**src/rtl/red_pitaya_pfd_quadrature_gen_pkg.sv**
```systemverilog
// Shared definitions for the i/q quadrant interface: Gray code table and
// quadrant-difference decode, used by both the generator and the detector.
package red_pitaya_pfd_quadrature_gen_pkg;

  typedef logic [1:0] quadrant_t;

  // (target - current) mod 4, interpreted as the step to take
  typedef enum logic [1:0] {
    D_HOLD = 2'd0,
    D_FWD  = 2'd1,
    D_SLIP = 2'd2,
    D_REV  = 2'd3
  } step_d_e;

  // Returns {i, q} for a quadrant: 0->00, 1->10, 2->11, 3->01
  function automatic logic [1:0] quad_to_iq(input quadrant_t quad);
    logic [1:0] iq;
    case (quad)
      2'd0:    iq = 2'b00;
      2'd1:    iq = 2'b10;
      2'd2:    iq = 2'b11;
      default: iq = 2'b01;
    endcase
    return iq;
  endfunction

  // Inverse table for the receiving end
  function automatic quadrant_t iq_to_quad(input logic [1:0] iq);
    quadrant_t quad;
    case (iq)
      2'b00:   quad = 2'd0;
      2'b10:   quad = 2'd1;
      2'b11:   quad = 2'd2;
      default: quad = 2'd3;
    endcase
    return quad;
  endfunction

  function automatic step_d_e quad_diff(input quadrant_t target, input quadrant_t current);
    quadrant_t diff;
    diff = target - current;
    return step_d_e'(diff);
  endfunction

endpackage

```
**src/rtl/red_pitaya_pfd_quadrature_gen_if.sv**
```systemverilog
// Control and i/q output bundle of the quadrature generator.
// master = controlling host, slave = generator.
interface red_pitaya_pfd_quadrature_gen_if #(
  parameter int PHASE_BITS = 32,
  parameter int CNT_BITS   = 14
);
  logic                        enable_i;
  logic [PHASE_BITS-1:0]       freq_i;
  logic [PHASE_BITS-1:0]       phase_i;
  logic                        phase_load_i;
  logic                        clr_i;
  logic                        i_o;
  logic                        q_o;
  logic [1:0]                  quadrant_o;
  logic signed [CNT_BITS-1:0]  count_o;
  logic                        slip_o;

  modport master (
    output enable_i, freq_i, phase_i, phase_load_i, clr_i,
    input  i_o, q_o, quadrant_o, count_o, slip_o
  );

  modport slave (
    input  enable_i, freq_i, phase_i, phase_load_i, clr_i,
    output i_o, q_o, quadrant_o, count_o, slip_o
  );
endinterface

```
**src/rtl/red_pitaya_sat_updown_cnt.sv**
```systemverilog
// Signed up/down counter that sticks at its extremes; synchronous clear has priority.
module red_pitaya_sat_updown_cnt #(
  parameter int CNT_BITS = 14
) (
  input  logic                       clk_i,
  input  logic                       rstn_i,
  input  logic                       clr_i,
  input  logic                       up_i,
  input  logic                       dn_i,
  output logic signed [CNT_BITS-1:0] count_o
);

  localparam logic signed [CNT_BITS-1:0] CNT_MAX = {1'b0, {(CNT_BITS-1){1'b1}}};
  localparam logic signed [CNT_BITS-1:0] CNT_MIN = {1'b1, {(CNT_BITS-1){1'b0}}};

  logic signed [CNT_BITS-1:0] count_reg;
  logic signed [CNT_BITS-1:0] count_next;

  always_comb begin
    count_next = count_reg;
    if (clr_i) begin
      count_next = '0;
    end else if (up_i && !dn_i) begin
      if (count_reg != CNT_MAX) count_next = count_reg + 1'b1;
    end else if (dn_i && !up_i) begin
      if (count_reg != CNT_MIN) count_next = count_reg - 1'b1;
    end
  end

  always_ff @(posedge clk_i or negedge rstn_i) begin
    if (!rstn_i) count_reg <= '0;
    else         count_reg <= count_next;
  end

  assign count_o = count_reg;

endmodule

```
**src/rtl/red_pitaya_pfd_quadrature_gen.sv**
```systemverilog
// NCO-driven quadrature square-wave source: the output quadrant chases the
// accumulator's top two bits one step per clock, so i/q only ever change one bit.
module red_pitaya_pfd_quadrature_gen
  import red_pitaya_pfd_quadrature_gen_pkg::*;
#(
  parameter int PHASE_BITS = 32,
  parameter int CNT_BITS   = 14
) (
  input logic                            clk_i,
  input logic                            rstn_i,
  red_pitaya_pfd_quadrature_gen_if.slave bus
);

  logic [PHASE_BITS-1:0] acc_reg;
  logic [PHASE_BITS-1:0] acc_next;
  quadrant_t             quad_reg;
  quadrant_t             quad_next;
  logic [1:0]            iq_reg;
  logic                  slip_reg;
  logic                  slip_next;
  quadrant_t             target;
  step_d_e               step_d;
  logic                  step_up;
  logic                  step_dn;
  logic                  slip_set;

  always_comb begin
    acc_next = acc_reg;
    if (bus.phase_load_i)  acc_next = bus.phase_i;
    else if (bus.enable_i) acc_next = acc_reg + bus.freq_i;
  end

  // Target comes from the registered accumulator, giving one cycle of
  // accumulator-to-output latency.
  assign target = acc_reg[PHASE_BITS-1 -: 2];
  assign step_d = quad_diff(target, quad_reg);

  always_comb begin
    step_up  = 1'b0;
    step_dn  = 1'b0;
    slip_set = 1'b0;
    case (step_d)
      D_FWD:  step_up = 1'b1;
      D_REV:  step_dn = 1'b1;
      D_SLIP: begin
        // Half-turn ambiguity: trust the commanded direction
        slip_set = 1'b1;
        step_up  = ~bus.freq_i[PHASE_BITS-1];
        step_dn  =  bus.freq_i[PHASE_BITS-1];
      end
      default: ;
    endcase
  end

  always_comb begin
    quad_next = quad_reg;
    if (step_up)      quad_next = quad_reg + 2'd1;
    else if (step_dn) quad_next = quad_reg - 2'd1;
  end

  assign slip_next = bus.clr_i ? 1'b0 : (slip_reg | slip_set);

  always_ff @(posedge clk_i or negedge rstn_i) begin
    if (!rstn_i) begin
      acc_reg  <= '0;
      quad_reg <= '0;
      iq_reg   <= 2'b00;
      slip_reg <= 1'b0;
    end else begin
      acc_reg  <= acc_next;
      quad_reg <= quad_next;
      iq_reg   <= quad_to_iq(quad_next);
      slip_reg <= slip_next;
    end
  end

  red_pitaya_sat_updown_cnt #(
    .CNT_BITS (CNT_BITS)
  ) u_step_cnt (
    .clk_i   (clk_i),
    .rstn_i  (rstn_i),
    .clr_i   (bus.clr_i),
    .up_i    (step_up),
    .dn_i    (step_dn),
    .count_o (bus.count_o)
  );

  assign bus.i_o        = iq_reg[1];
  assign bus.q_o        = iq_reg[0];
  assign bus.quadrant_o = quad_reg;
  assign bus.slip_o     = slip_reg;

endmodule

```
**src/flat_wrapper.sv**
```systemverilog
// flat-port wrapper written by rule: the top's interface ports become plain ports
module red_pitaya_pfd_quadrature_gen_flat import red_pitaya_pfd_quadrature_gen_pkg::*;
#(
  parameter int PHASE_BITS = 32,
  parameter int CNT_BITS   = 14
)
  (clk_i, rstn_i, bus_enable_i, bus_freq_i, bus_phase_i, bus_phase_load_i, bus_clr_i, bus_i_o, bus_q_o, bus_quadrant_o, bus_count_o, bus_slip_o);
  red_pitaya_pfd_quadrature_gen_if #(.PHASE_BITS(PHASE_BITS), .CNT_BITS(CNT_BITS)) bus_i ();
  input logic clk_i;
  input logic rstn_i;
  input wire logic [$bits(bus_i.enable_i)-1:0] bus_enable_i;
  input wire logic [$bits(bus_i.freq_i)-1:0] bus_freq_i;
  input wire logic [$bits(bus_i.phase_i)-1:0] bus_phase_i;
  input wire logic [$bits(bus_i.phase_load_i)-1:0] bus_phase_load_i;
  input wire logic [$bits(bus_i.clr_i)-1:0] bus_clr_i;
  output wire logic [$bits(bus_i.i_o)-1:0] bus_i_o;
  output wire logic [$bits(bus_i.q_o)-1:0] bus_q_o;
  output wire logic [$bits(bus_i.quadrant_o)-1:0] bus_quadrant_o;
  output wire logic [$bits(bus_i.count_o)-1:0] bus_count_o;
  output wire logic [$bits(bus_i.slip_o)-1:0] bus_slip_o;
  assign bus_i.enable_i = bus_enable_i;
  assign bus_i.freq_i = bus_freq_i;
  assign bus_i.phase_i = bus_phase_i;
  assign bus_i.phase_load_i = bus_phase_load_i;
  assign bus_i.clr_i = bus_clr_i;
  assign bus_i_o = bus_i.i_o;
  assign bus_q_o = bus_i.q_o;
  assign bus_quadrant_o = bus_i.quadrant_o;
  assign bus_count_o = bus_i.count_o;
  assign bus_slip_o = bus_i.slip_o;
  red_pitaya_pfd_quadrature_gen #(.PHASE_BITS(PHASE_BITS), .CNT_BITS(CNT_BITS)) u_core (.clk_i(clk_i), .rstn_i(rstn_i), .bus(bus_i));
endmodule
```
**config.mk**
```make
export PLATFORM = sky130hd
export DESIGN_NAME = red_pitaya_pfd_quadrature_gen_flat
export DESIGN_NICKNAME = d
export VERILOG_FILES = /design/src/rtl/red_pitaya_pfd_quadrature_gen_pkg.sv /design/src/rtl/red_pitaya_pfd_quadrature_gen_if.sv /design/src/rtl/red_pitaya_sat_updown_cnt.sv /design/src/rtl/red_pitaya_pfd_quadrature_gen.sv /design/src/flat_wrapper.sv
export SDC_FILE = /design/constraint.sdc
export NUM_CORES = 1
export LEC_CHECK = 0
export ABC_AREA = 1
export BUFFER_PORTS_ARGS = -buffer_cell sky130_fd_sc_hd__buf_2
export CORE_ASPECT_RATIO = 1.1
export CORE_MARGIN = 2
export CORE_UTILIZATION = 51
export CTS_BUF_LIST = sky130_fd_sc_hd__clkbuf_4 sky130_fd_sc_hd__clkbuf_8
export DETAILED_ROUTE_END_ITERATION = 12
export GPL_TIMING_DRIVEN = 0
export MAX_ROUTING_LAYER = met4
export PLACE_DENSITY = 0.72
export SLEW_MARGIN = 10
export SYNTH_ARGS = -nofsm -noshare
export SYNTH_HDL_FRONTEND = slang
export SYNTH_SLANG_ARGS = --single-unit
```
**constraint.sdc**
```tcl
create_clock -name clk_i -period 4.8 [get_ports clk_i]
set_input_delay 0.48 -clock clk_i [delete_from_list [all_inputs] [get_ports clk_i]]
set_output_delay 0.48 -clock clk_i [all_outputs]
set_load 0.02 [all_outputs]
```
-- After elaboration in Yosys (flattened, before gate mapping)
Index checks and enable logic that the tools add are counted.
- flip-flop bits (word level): 51
- input port bits: 69
- output and inout port bits: 19
- word-level logic and storage cells: 44
- add/subtract/negate cells: 6
- equality and inequality tests: 8
- mux-type cells: 14
- bitwise logic cells: 2
- reductions and logical operators: 9
- operators by type and width (cell ; count):
    two-way mux 14 bit ; 5
    two-way mux 32 bit ; 2
    adder 32 bit ; 1
    inequality test 14 bit (second input constant) ; 2
    adder 14 x 1 -> 14 bit (second input constant) ; 1
    subtractor 14 x 1 -> 14 bit (second input constant) ; 1
    equality test 2 bit (second input constant) ; 3
    one-hot mux 2 bit (3 select lines) ; 1
    nonzero test 3 bit ; 2
    equality test 2 x 1 -> 1 bit (second input constant) ; 2
    two-way mux 2 bit ; 2
    one-hot mux 1 bit (2 select lines) ; 2
    inequality test 3 x 2 -> 1 bit (second input constant) ; 1
    AND reduction 3 bit ; 1
    adder 2 x 1 -> 2 bit (second input constant) ; 1
    logical AND 1 bit ; 2
    zero test 1 bit ; 2
    zero test 2 bit ; 1
    two-way mux 1 bit ; 2
    nonzero test 2 bit ; 1
    subtractor 2 x 1 -> 2 bit (second input constant) ; 1
    subtractor 2 bit ; 1
    NOT 1 bit ; 1
    bitwise OR 1 bit ; 1

-- Logic depth before layout (Yosys ltp)
Gate-level depths: netlist of run 1.
- depth in word-level cells: 8
- depth in mapped cells: 19
- gate-level depth less buffers: 19

-- Modules after synthesis
Synthesis of run 1 repeated with hierarchy kept, for this count alone.
- cell total of the unflattened synthesis: 914
- area total of the unflattened synthesis: 5644.2 um^2
- by module, submodules not included (module ; instances ; cells an instance ; area each (um^2)):
    red_pitaya_pfd_quadrature_gen ; 1 ; 662 ; 4093.9
    red_pitaya_sat_updown_cnt ; 1 ; 252 ; 1550.2

-- Worst setup path after synthesis of run 1
Ideal clock, no wire load.
- path kind: register -> register
- start: register u_core.quad_reg[0], in the netlist u_core.bus.quadrant_o[0]
- end: register u_core.u_step_cnt.count_reg[13], in the netlist u_core.u_step_cnt.count_o[13]
- setup time: 0.117 ns
- arrival: 2.677 ns
- data required time: 4.683 ns
- slack: 2.006 ns
- stages on the path, launching flop included: 15
- path buffers: 0
- clock period less this slack: 2.794 ns
- path through: dfrtp_1 > ha_1 > o21ai_0 > nand2_1 > nand2_2 > inv_1 > ha_1 > inv_1 > nor3_1 > nand2_1 > or2_2 > nand2_1 > nand2_1 > nand3_1 > nand2_1
- cells in the longest elaborated chain, start to end: 7
- elaborated cells on any way between the ends: 16
- classes of those cells: 1 x add/sub; 4 x eq/ne; 4 x mux; 7 x reduce/logical
- ends and longest elaborated chain (what ; RTL line ; RTL):
    start: declaration ; red_pitaya_pfd_quadrature_gen.sv:16 ; quadrant_t quad_reg;
    start signal: assignment ; red_pitaya_pfd_quadrature_gen.sv:71 ; quad_reg <= quad_next;
    subtractor 2 bit * ; red_pitaya_pfd_quadrature_gen_pkg.sv:41 ; diff = target - current;
    equality test 2 bit or equality test 2 x 1 -> 1 bit (tied branches) ; red_pitaya_pfd_quadrature_gen.sv:42 ; case (step_d)
    one-hot mux 1 bit (2 select lines) ; red_pitaya_pfd_quadrature_gen.sv:42 ;
    zero test 1 bit, on equally long branches ; red_pitaya_sat_updown_cnt.sv:23, red_pitaya_sat_updown_cnt.sv:25 ;
    logical AND 1 bit, on equally long branches ; red_pitaya_sat_updown_cnt.sv:23, red_pitaya_sat_updown_cnt.sv:25 ;
    inequality test 3 x 2 -> 1 bit (no source line) (tied with other cells) ; n/a ;
    AND reduction 3 bit (no source line) or two-way mux 14 bit (tied branches) ; n/a ;
    end signal: assignment ; red_pitaya_sat_updown_cnt.sv:32 ; else count_reg <= count_next;
    end: declaration ; red_pitaya_sat_updown_cnt.sv:16 ; logic signed [CNT_BITS-1:0] count_reg;
Every way passes the cells marked *; elsewhere a longest branch is shown, timed or not.
A chain may end at the register's enable or synchronous reset.

-- Final worst setup path of run 1
Ends and elaborated chain as after synthesis.

==> results by group, run 1 <==
Layout
  – Largest register FFs: 32
  – Nets: 1077
  – Multi-input logic area: 0.00339 sq mm
  – Share of cells above drive strength 1: a little under an eighth
  – Most frequent cells in the layout: nand2_1, inv_1, buf_2, nand3_1, nor2_1
  – Final core utilization: roughly three fifths
  – Most common cell after layout, fill and taps aside: nand2_1
  – Area Overhead vs Synth: 12.8%
  – Fill count: approximately 1.1k
  – Register Area: ~0.0013 sq mm

Clock network
  – Total CTS buffers: 5
  – Worst skew pair latency: around 0.32 ns
  – CTS clk-pin slew, worst paths: around 0.1 ns
  – Resize count post-CTS: 0
  – Clock sinks: 51
  – CTS H-Tree Depth: 2
  – TritonCTS clock tree: built
  – Root buffer cell: clkbuf_8
  – Clock buffer depth: 2
  – Setup Buffers After CTS: 0
  – Cts hold-fix bufs: 0

GRT
  – Initial antenna violation count: 1
  – Gr ovfl total: 0
  – GR met1 Demand/Resource: 32.7%
  – Global routing usage on met3: between 2 and 3%
  – First-pass GRT wire length: around 23000 um
  – GRT Total Usage: between 20 and 30%
  – GR peak layer: met2
  – GR Layer Usage met2: a little over two fifths
  – Number of global-route vias before repair: slightly below 5k
  – Largest net degree at the start of global routing: 52

Setup path
  – Slowest Stage Delay on Critical Path: a little under 0.5 ns
  – CP dominant cell by count: nand2_1
  – CP endpoint kind: register
  – Critical path type: reg -> reg
  – CP bufs+invs: 1
  – Reg-to-reg setup timing slack: around 1.6 ns
  – Crit-path cells: ha_1 -> nand2_1 -> o21ai_0 -> nand2_1 -> nand2_2 -> inv_1 -> ha_1 -> a21oi_1 -> nand2_1 -> a21oi_1 -> or2_2 -> nand3_1 -> nand3_1 -> nand2_1
  – Worst EP arrival: 3.39 ns
  – Required @ worst endpoint: ~5 ns
  – CP max stage cell: inv_1
  – CP Max Fanout: 18
  – Worst setup SP type: register
  – CP delay by family, top: simple AND/OR/NAND/NOR gates

Synth
  – YS warnings: 0
  – Avg Inst Size Synth: a little over 6 sq um
  – Most used flip-flop cell after synthesis: dfrtp_1
  – Yosys top cell area share: about a quarter
  – Post-synth net total: a little under 1k
  – Synthesized area: roughly 0.0053 sq mm
  – Post-synthesis register bit count: slightly above 50
  – Post-synth ARST share: between 90% and 100%
  – Top area cells in the synthesized netlist: dfrtp_1, nand2_1, ha_1
  – Post-Syn Instances: 865
  – Library cells used by synthesis: 32
  – Cell taking the most area after synthesis: dfrtp_1
  – Number of enable flip-flop cells after synthesis: 0
  – Sequential-to-total area share from yosys stat: between 20% and 30%

Timing
  – Final Hold Vio Count: 0
  – Max Transition Viols Final: 0
  – Worst-Margin Slew: approximately 0.66 ns
  – Min Hold Slack: 0.175 ns
  – Clk_skew: ~0.0077 ns
  – RSZ-0062 raised after global routing: false
  – Setup_tns: 0 ns
  – Worst relative slew slack: a little under three fifths
  – Tcrit/Tclk final: 65.9%
  – Fin crit period: approximately 3.2 ns
  – Final setup viols: 0
  – FMAX: about 320 MHz

Worst hold path
  – Hold Crit Class: in -> async

Placement
  – IO buf count: 86
  – HPWL after detailed placement: about 11000 um
  – GP Congestion: slightly above 0.9

Run
  – Maxcap violations: 0

Die
  – Std-Cell Rows: 38
  – Effective utilization at floorplan: 53.0%
  – Io pins: roughly 90
  – Die Height: approximately 110 um
  – Chip Width: 101 um
  – Die ar.: around 0.011 sq mm
  – Core area: 0.00998 sq mm

Route
  – DR vias: approximately 5.5k
  – DRC errors left: 0
  – WL per Instance: between 10 and 15 um
  – Initial DRC count: 252
  – Via density: ~5.1
  – Antenna Nets Post-Route: 0
  – First-pass DRT Iterations: 7
  – Final wirelength: approximately 14000 um

Power and ir drop
  – Pwr/cell area: 528 mW/mm^2
  – Leakage: approximately 3.6 nW
  – Maximum vdd drop: a little over 0.5 mV

Outcome
  – Status: complete, no violations
==> where the power goes <==
group,switching [mW],internal (mW),total [mW],leakage (nW)
sequential,0.122,0.557,0.678,0.625
clock,0.168,0.111,0.280,0.0452
combinational,1.37,0.820,2.19,2.91
total,1.66,1.49,3.15,3.58
==> cells by family (layout without fill, tap and decap cells) <==
| logic type | Yosys count | after routing | synth area share, % |
|---|---|---|---|
| adder cells (fa/ha/maj) | 50 | 50 | 12.1 |
| AO/OA/AOI/OAI | 97 | 97 | 11.0 |
| buffers and inverters | 162 | 256 | 11.7 |
| AND/OR/NAND/NOR | 486 | 486 | 37.9 |
| XOR/XNOR | 19 | 19 | 3.15 |
| flip-flops | 51 | 51 | 24.1 |
| other | 0 | 1 | 0 |
==> final timing paths <==
path                                     startpoint                             to  cells after the start
setup reg to reg           u_core.bus.quadrant_o[0]  u_core.u_step_cnt.count_o[13]                     14
max in group asynchronous                    rstn_i   u_core.u_step_cnt.count_o[7]                      1
setup / recovery           u_core.bus.quadrant_o[0]  u_core.u_step_cnt.count_o[13]                     14
hold / removal                               rstn_i              u_core.acc_reg[5]                      1
hold reg to reg                   u_core.acc_reg[0]              u_core.acc_reg[0]                      2
min in group clk_i                  bus_phase_i[19]             u_core.acc_reg[19]                      3
==> per-stage QoR <==
step / total power [mW] / setup WS [ns] / area [sq um] / std cells
global placement: 2.86 / 1.63 / 5870 / 1071
global route: 3.53 / 1.31 / 5970 / 1080
detailed placement: 2.88 / 1.64 / 5870 / 1071
finish: 3.15 / 1.64 / 5970 / 1080
CTS: 3.17 / 1.62 / 5960 / 1079
floorplan: 2.38 / 2.01 / 5290 / 865
==> layer usage <==
metal	vias up	wire length (um)
li1	2914	-
met1	2413	6310
met2	133	6600
met3	25	577
met4	0	327
met5	-	0
==> cells in the mapped netlist, types with 2 or more instances <==
cell	n
a21o_1	2
a21oi_1	34
a22oi_1	22
clkbuf_1	9
dfrtp_1	51
fa_1	2
ha_1	48
inv_1	151
nand2_1	331
nand2_4	2
nand3_1	67
nand3_4	2
nand3b_1	2
nand4_1	6
nor2_1	62
nor2_2	2
nor3_1	6
o211ai_1	4
o21ai_0	22
o21ai_1	4
o21ai_2	3
o21bai_1	5
or2_2	2
xnor2_1	14
xor2_1	5
==> final cells by class <==
type | count | share of cell area, %
diodes | 1 | 0.0419
plain buffers | 10 | 0.755
clock buffers | 6 | 1.28
clock inverters | 2 | 0.273
inverters | 152 | 9.61
multi-input cells | 652 | 56.9
flip-flops and latches | 51 | 21.4
well taps | 120 | 2.52
repair buffers | 86 | 7.26
Note: power is estimated with default switching activity, not from simulation.
==> run 2: changes to the inputs <==
Settings changed: PLACE_DENSITY 0.72 to 0.75.
Clock period 4.8 ns to 2.65 ns, I/O delays scaled along.
==> run 2 against run 1 <==
  * The run now ends with hold timing left
  * Sequential power grew 87%
  * Power grew 130%
  * Maximum frequency grew 23%
  * Critical path depth grew 5
  * Critical path type unchanged
  * Highest routed layer unchanged
==> results by group, run 2 (synthesis gave the netlist of run 1 again) <==
Outcome
  – Status: finished, violations left
  – Violated checks: hold timing

Setup path
  – CP Max Fanout: 8 (-10)
  – CP delay by family, top: simple AND/OR/NAND/NOR gates
  – CP max stage cell: dfrtp_1
  – Crit-path cells: inv_2 -> ha_4 -> inv_1 -> nand3_2 -> nand2_4 -> clkinvlp_4 -> buf_12 -> fa_2 -> nand2_2 -> inv_2 -> nand2_2 -> nand2_4 -> nand2_4 -> nand3_4 -> nand2_2 -> nand2_1 -> nand2_1 -> nand2_1 -> o21ai_2
  – Slowest Stage Delay on Critical Path: 0.40 ns (-0.09 ns)
  – Worst setup SP type: register
  – Required @ worst endpoint: 2.90 ns (-2.12 ns)
  – Reg-to-reg setup timing slack: 0.09 ns (-1.55 ns)
  – CP bufs+invs: 5 (+4)
  – Worst EP arrival: 2.81 ns (-0.58 ns)
  – Critical path type: reg -> reg
  – CP endpoint kind: register

Clock network
  – Total CTS buffers: 5 (unchanged)
  – Cts hold-fix bufs: 0 (unchanged)
  – Worst skew pair latency: 0.32 ns (about the same)
  – Root buffer cell: clkbuf_8
  – CTS clk-pin slew, worst paths: 0.11 ns (about the same)
  – Clock sinks: 51 (unchanged)
  – TritonCTS clock tree: built
  – CTS H-Tree Depth: 2 (unchanged)
  – Clock buffer depth: 2 (unchanged)

Route
  – DRC errors left: 0 (unchanged)
  – First-pass DRT Iterations: 5 (-2)
  – Via density: 5.12 (+0.87%)
  – WL per Instance: 13.4 um (+5.1%)
  – Antenna Nets Post-Route: 0 (unchanged)
  – DR vias: 5594 (+2.0%)
  – Initial DRC count: 225 (-11%)
  – Final wirelength: 14700 um (+6.3%)

Worst hold path
  – Hold Crit Class: in -> async

Power and ir drop
  – Final Power: 7.25 mW (+130%)
  – Leakage: 3.71 nW (+3.5%)
  – Maximum vdd drop: 1.26 mV (+150%)
  – Pwr/cell area: 1130 mW/mm^2 (+110%)

Die
  – Effective utilization at floorplan: 53.0% (unchanged)
  – Io pins: 88 (unchanged)
  – Std-Cell Rows: 38 (unchanged)
  – Chip Width: 101 um (unchanged)
  – Core area: 0.00998 sq mm (unchanged)
  – Die ar.: 0.0112 sq mm (unchanged)
  – Die Height: 111 um (unchanged)

Layout
  – Most common cell after layout, fill and taps aside: nand2_1
  – Non-Filler Instances: 1092 (+1.1%)
  – Final instance area: 0.00640 sq mm (+7.4%)
  – Area Overhead vs Synth: 21.1%
  – Most frequent cells in the layout: nand2_1, inv_1, buf_2, nand3_1, nor2_1
  – Share of cells above drive strength 1: 16.9% (+5.5 points)
  – Largest register FFs: 32 (unchanged)
  – Diodes inserted: 0 (-1)
  – Nets: 1090 (+1.2%)
  – Final core utilization: 64.1% (+4.4 points)

Placement
  – Placed cell count: 1071 (unchanged)
  – IO buf count: 86 (unchanged)
  – HPWL after detailed placement: 11200 um (-0.20%)
  – GP Congestion: 0.971 (+6.3%)
  – Placed cell area: 0.00587 sq mm (unchanged)

GRT
  – Gr ovfl total: 0 (unchanged)
  – Number of global-route vias before repair: 5271 (+6.6%)
  – First-pass GRT wire length: 23400 um (+3.7%)
  – Initial antenna violation count: 0 (-1)
  – Largest net degree at the start of global routing: 52 (unchanged)
  – GRT Total Usage: 26.3% (+0.50 points)

Timing
  – Tcrit/Tclk final: 96.8% (+31 points)
  – Min Hold Slack: -0.0550 ns (-0.230 ns)
  – RSZ-0062 raised after global routing: true
  – Clk_skew: 0.00819 ns (+0.000513 ns)
  – Worst relative slew slack: 56.2% (+0.46 points)
  – Max Transition Viols Final: 0 (unchanged)
  – Setup_tns: 0 ns (unchanged)
  – FMAX: 390 MHz (+23%)
  – Final Hold Vio Count: 47 (+47)
  – Fin crit period: 2.56 ns (-0.599 ns)
  – Final setup viols: 0 (unchanged)
  – Worst-Margin Slew: 0.658 ns (-0.00689 ns)

Run
  – Maxcap violations: 0 (unchanged)
==> run 2: power by group <==
| group | total (mW) | switching, mW | internal (mW) |
|---|---|---|---|
| Clock | 0.608 | 0.297 | 0.311 |
| Sequential | 1.27 | 0.267 | 1.01 |
| Combinational | 5.37 | 3.11 | 2.26 |
==> run 2: layer usage <==
| metal | track usage, % | part of all wire, % | vias to the layer above |
|---|---|---|---|
| met5 | - | 0 | - |
| met4 | 6.58 | 2.6 | 0 |
| met3 | 4.10 | 5.2 | 35 |
| met2 | 45.0 | 48 | 144 |
| met1 | 32.1 | 44 | 2484 |
| li1 | - | - | 2931 |
==> run 2: final cells by class <==
type,instances,area (sq um)
fillers,976,3580
clock buffers,6,82.6
flip-flops and latches,51,1280
inverters,152,577
multi-input cells,652,3670
well taps,120,150
clock inverters,2,38.8
repair buffers,99,561
plain buffers,10,45.0
==> run 2: per-stage QoR <==
step	worst slack, ns	hold slack [ns]
floorplan	-0.144	-0.0306
global placement	-0.496	0.483
detailed placement	-0.489	0.485
CTS	0.0370	0.154
global route	-0.0521	0.0354
finish	0.0858	-0.0550
==> run 2: what timing repair did <==
| item | in CTS | in global routing |
|---|---|---|
| buffers inserted | 6 | 6 |
| gates cloned | 0 | 1 |
| pin swaps | 3 | 20 |
| setup endpoints to repair | 12 | 7 |
| gates resized for setup | 14 | 39 |
==> run 2: worst reg2reg max path: stages (launching register included) <==
cell	delay [ns]
dfrtp_1	0.40
inv_2	0.08
ha_4	0.21
inv_1	0.10
nand3_2	0.11
nand2_4	0.10
clkinvlp_4	0.13
buf_12	0.18
fa_2	0.38
nand2_2	0.07
inv_2	0.05
nand2_2	0.07
nand2_4	0.07
nand2_4	0.08
nand3_4	0.09
nand2_2	0.10
nand2_1	0.05
nand2_1	0.06
nand2_1	0.06
o21ai_2	0.12
==> run 2: worst paths after layout <==
check	cells after the start	endpoint	start
worst max-delay path	19	u_core.u_step_cnt.count_o[10]	u_core.acc_reg[30]
worst min-delay path	1	u_core.acc_reg[3]	rstn_i
worst max register to register	19	u_core.u_step_cnt.count_o[10]	u_core.acc_reg[30]
worst min register to register	2	u_core.acc_reg[23]	u_core.acc_reg[23]
max in group asynchronous	1	u_core.acc_reg[20]	rstn_i
min in group clk_i	3	u_core.acc_reg[14]	bus_phase_i[14]
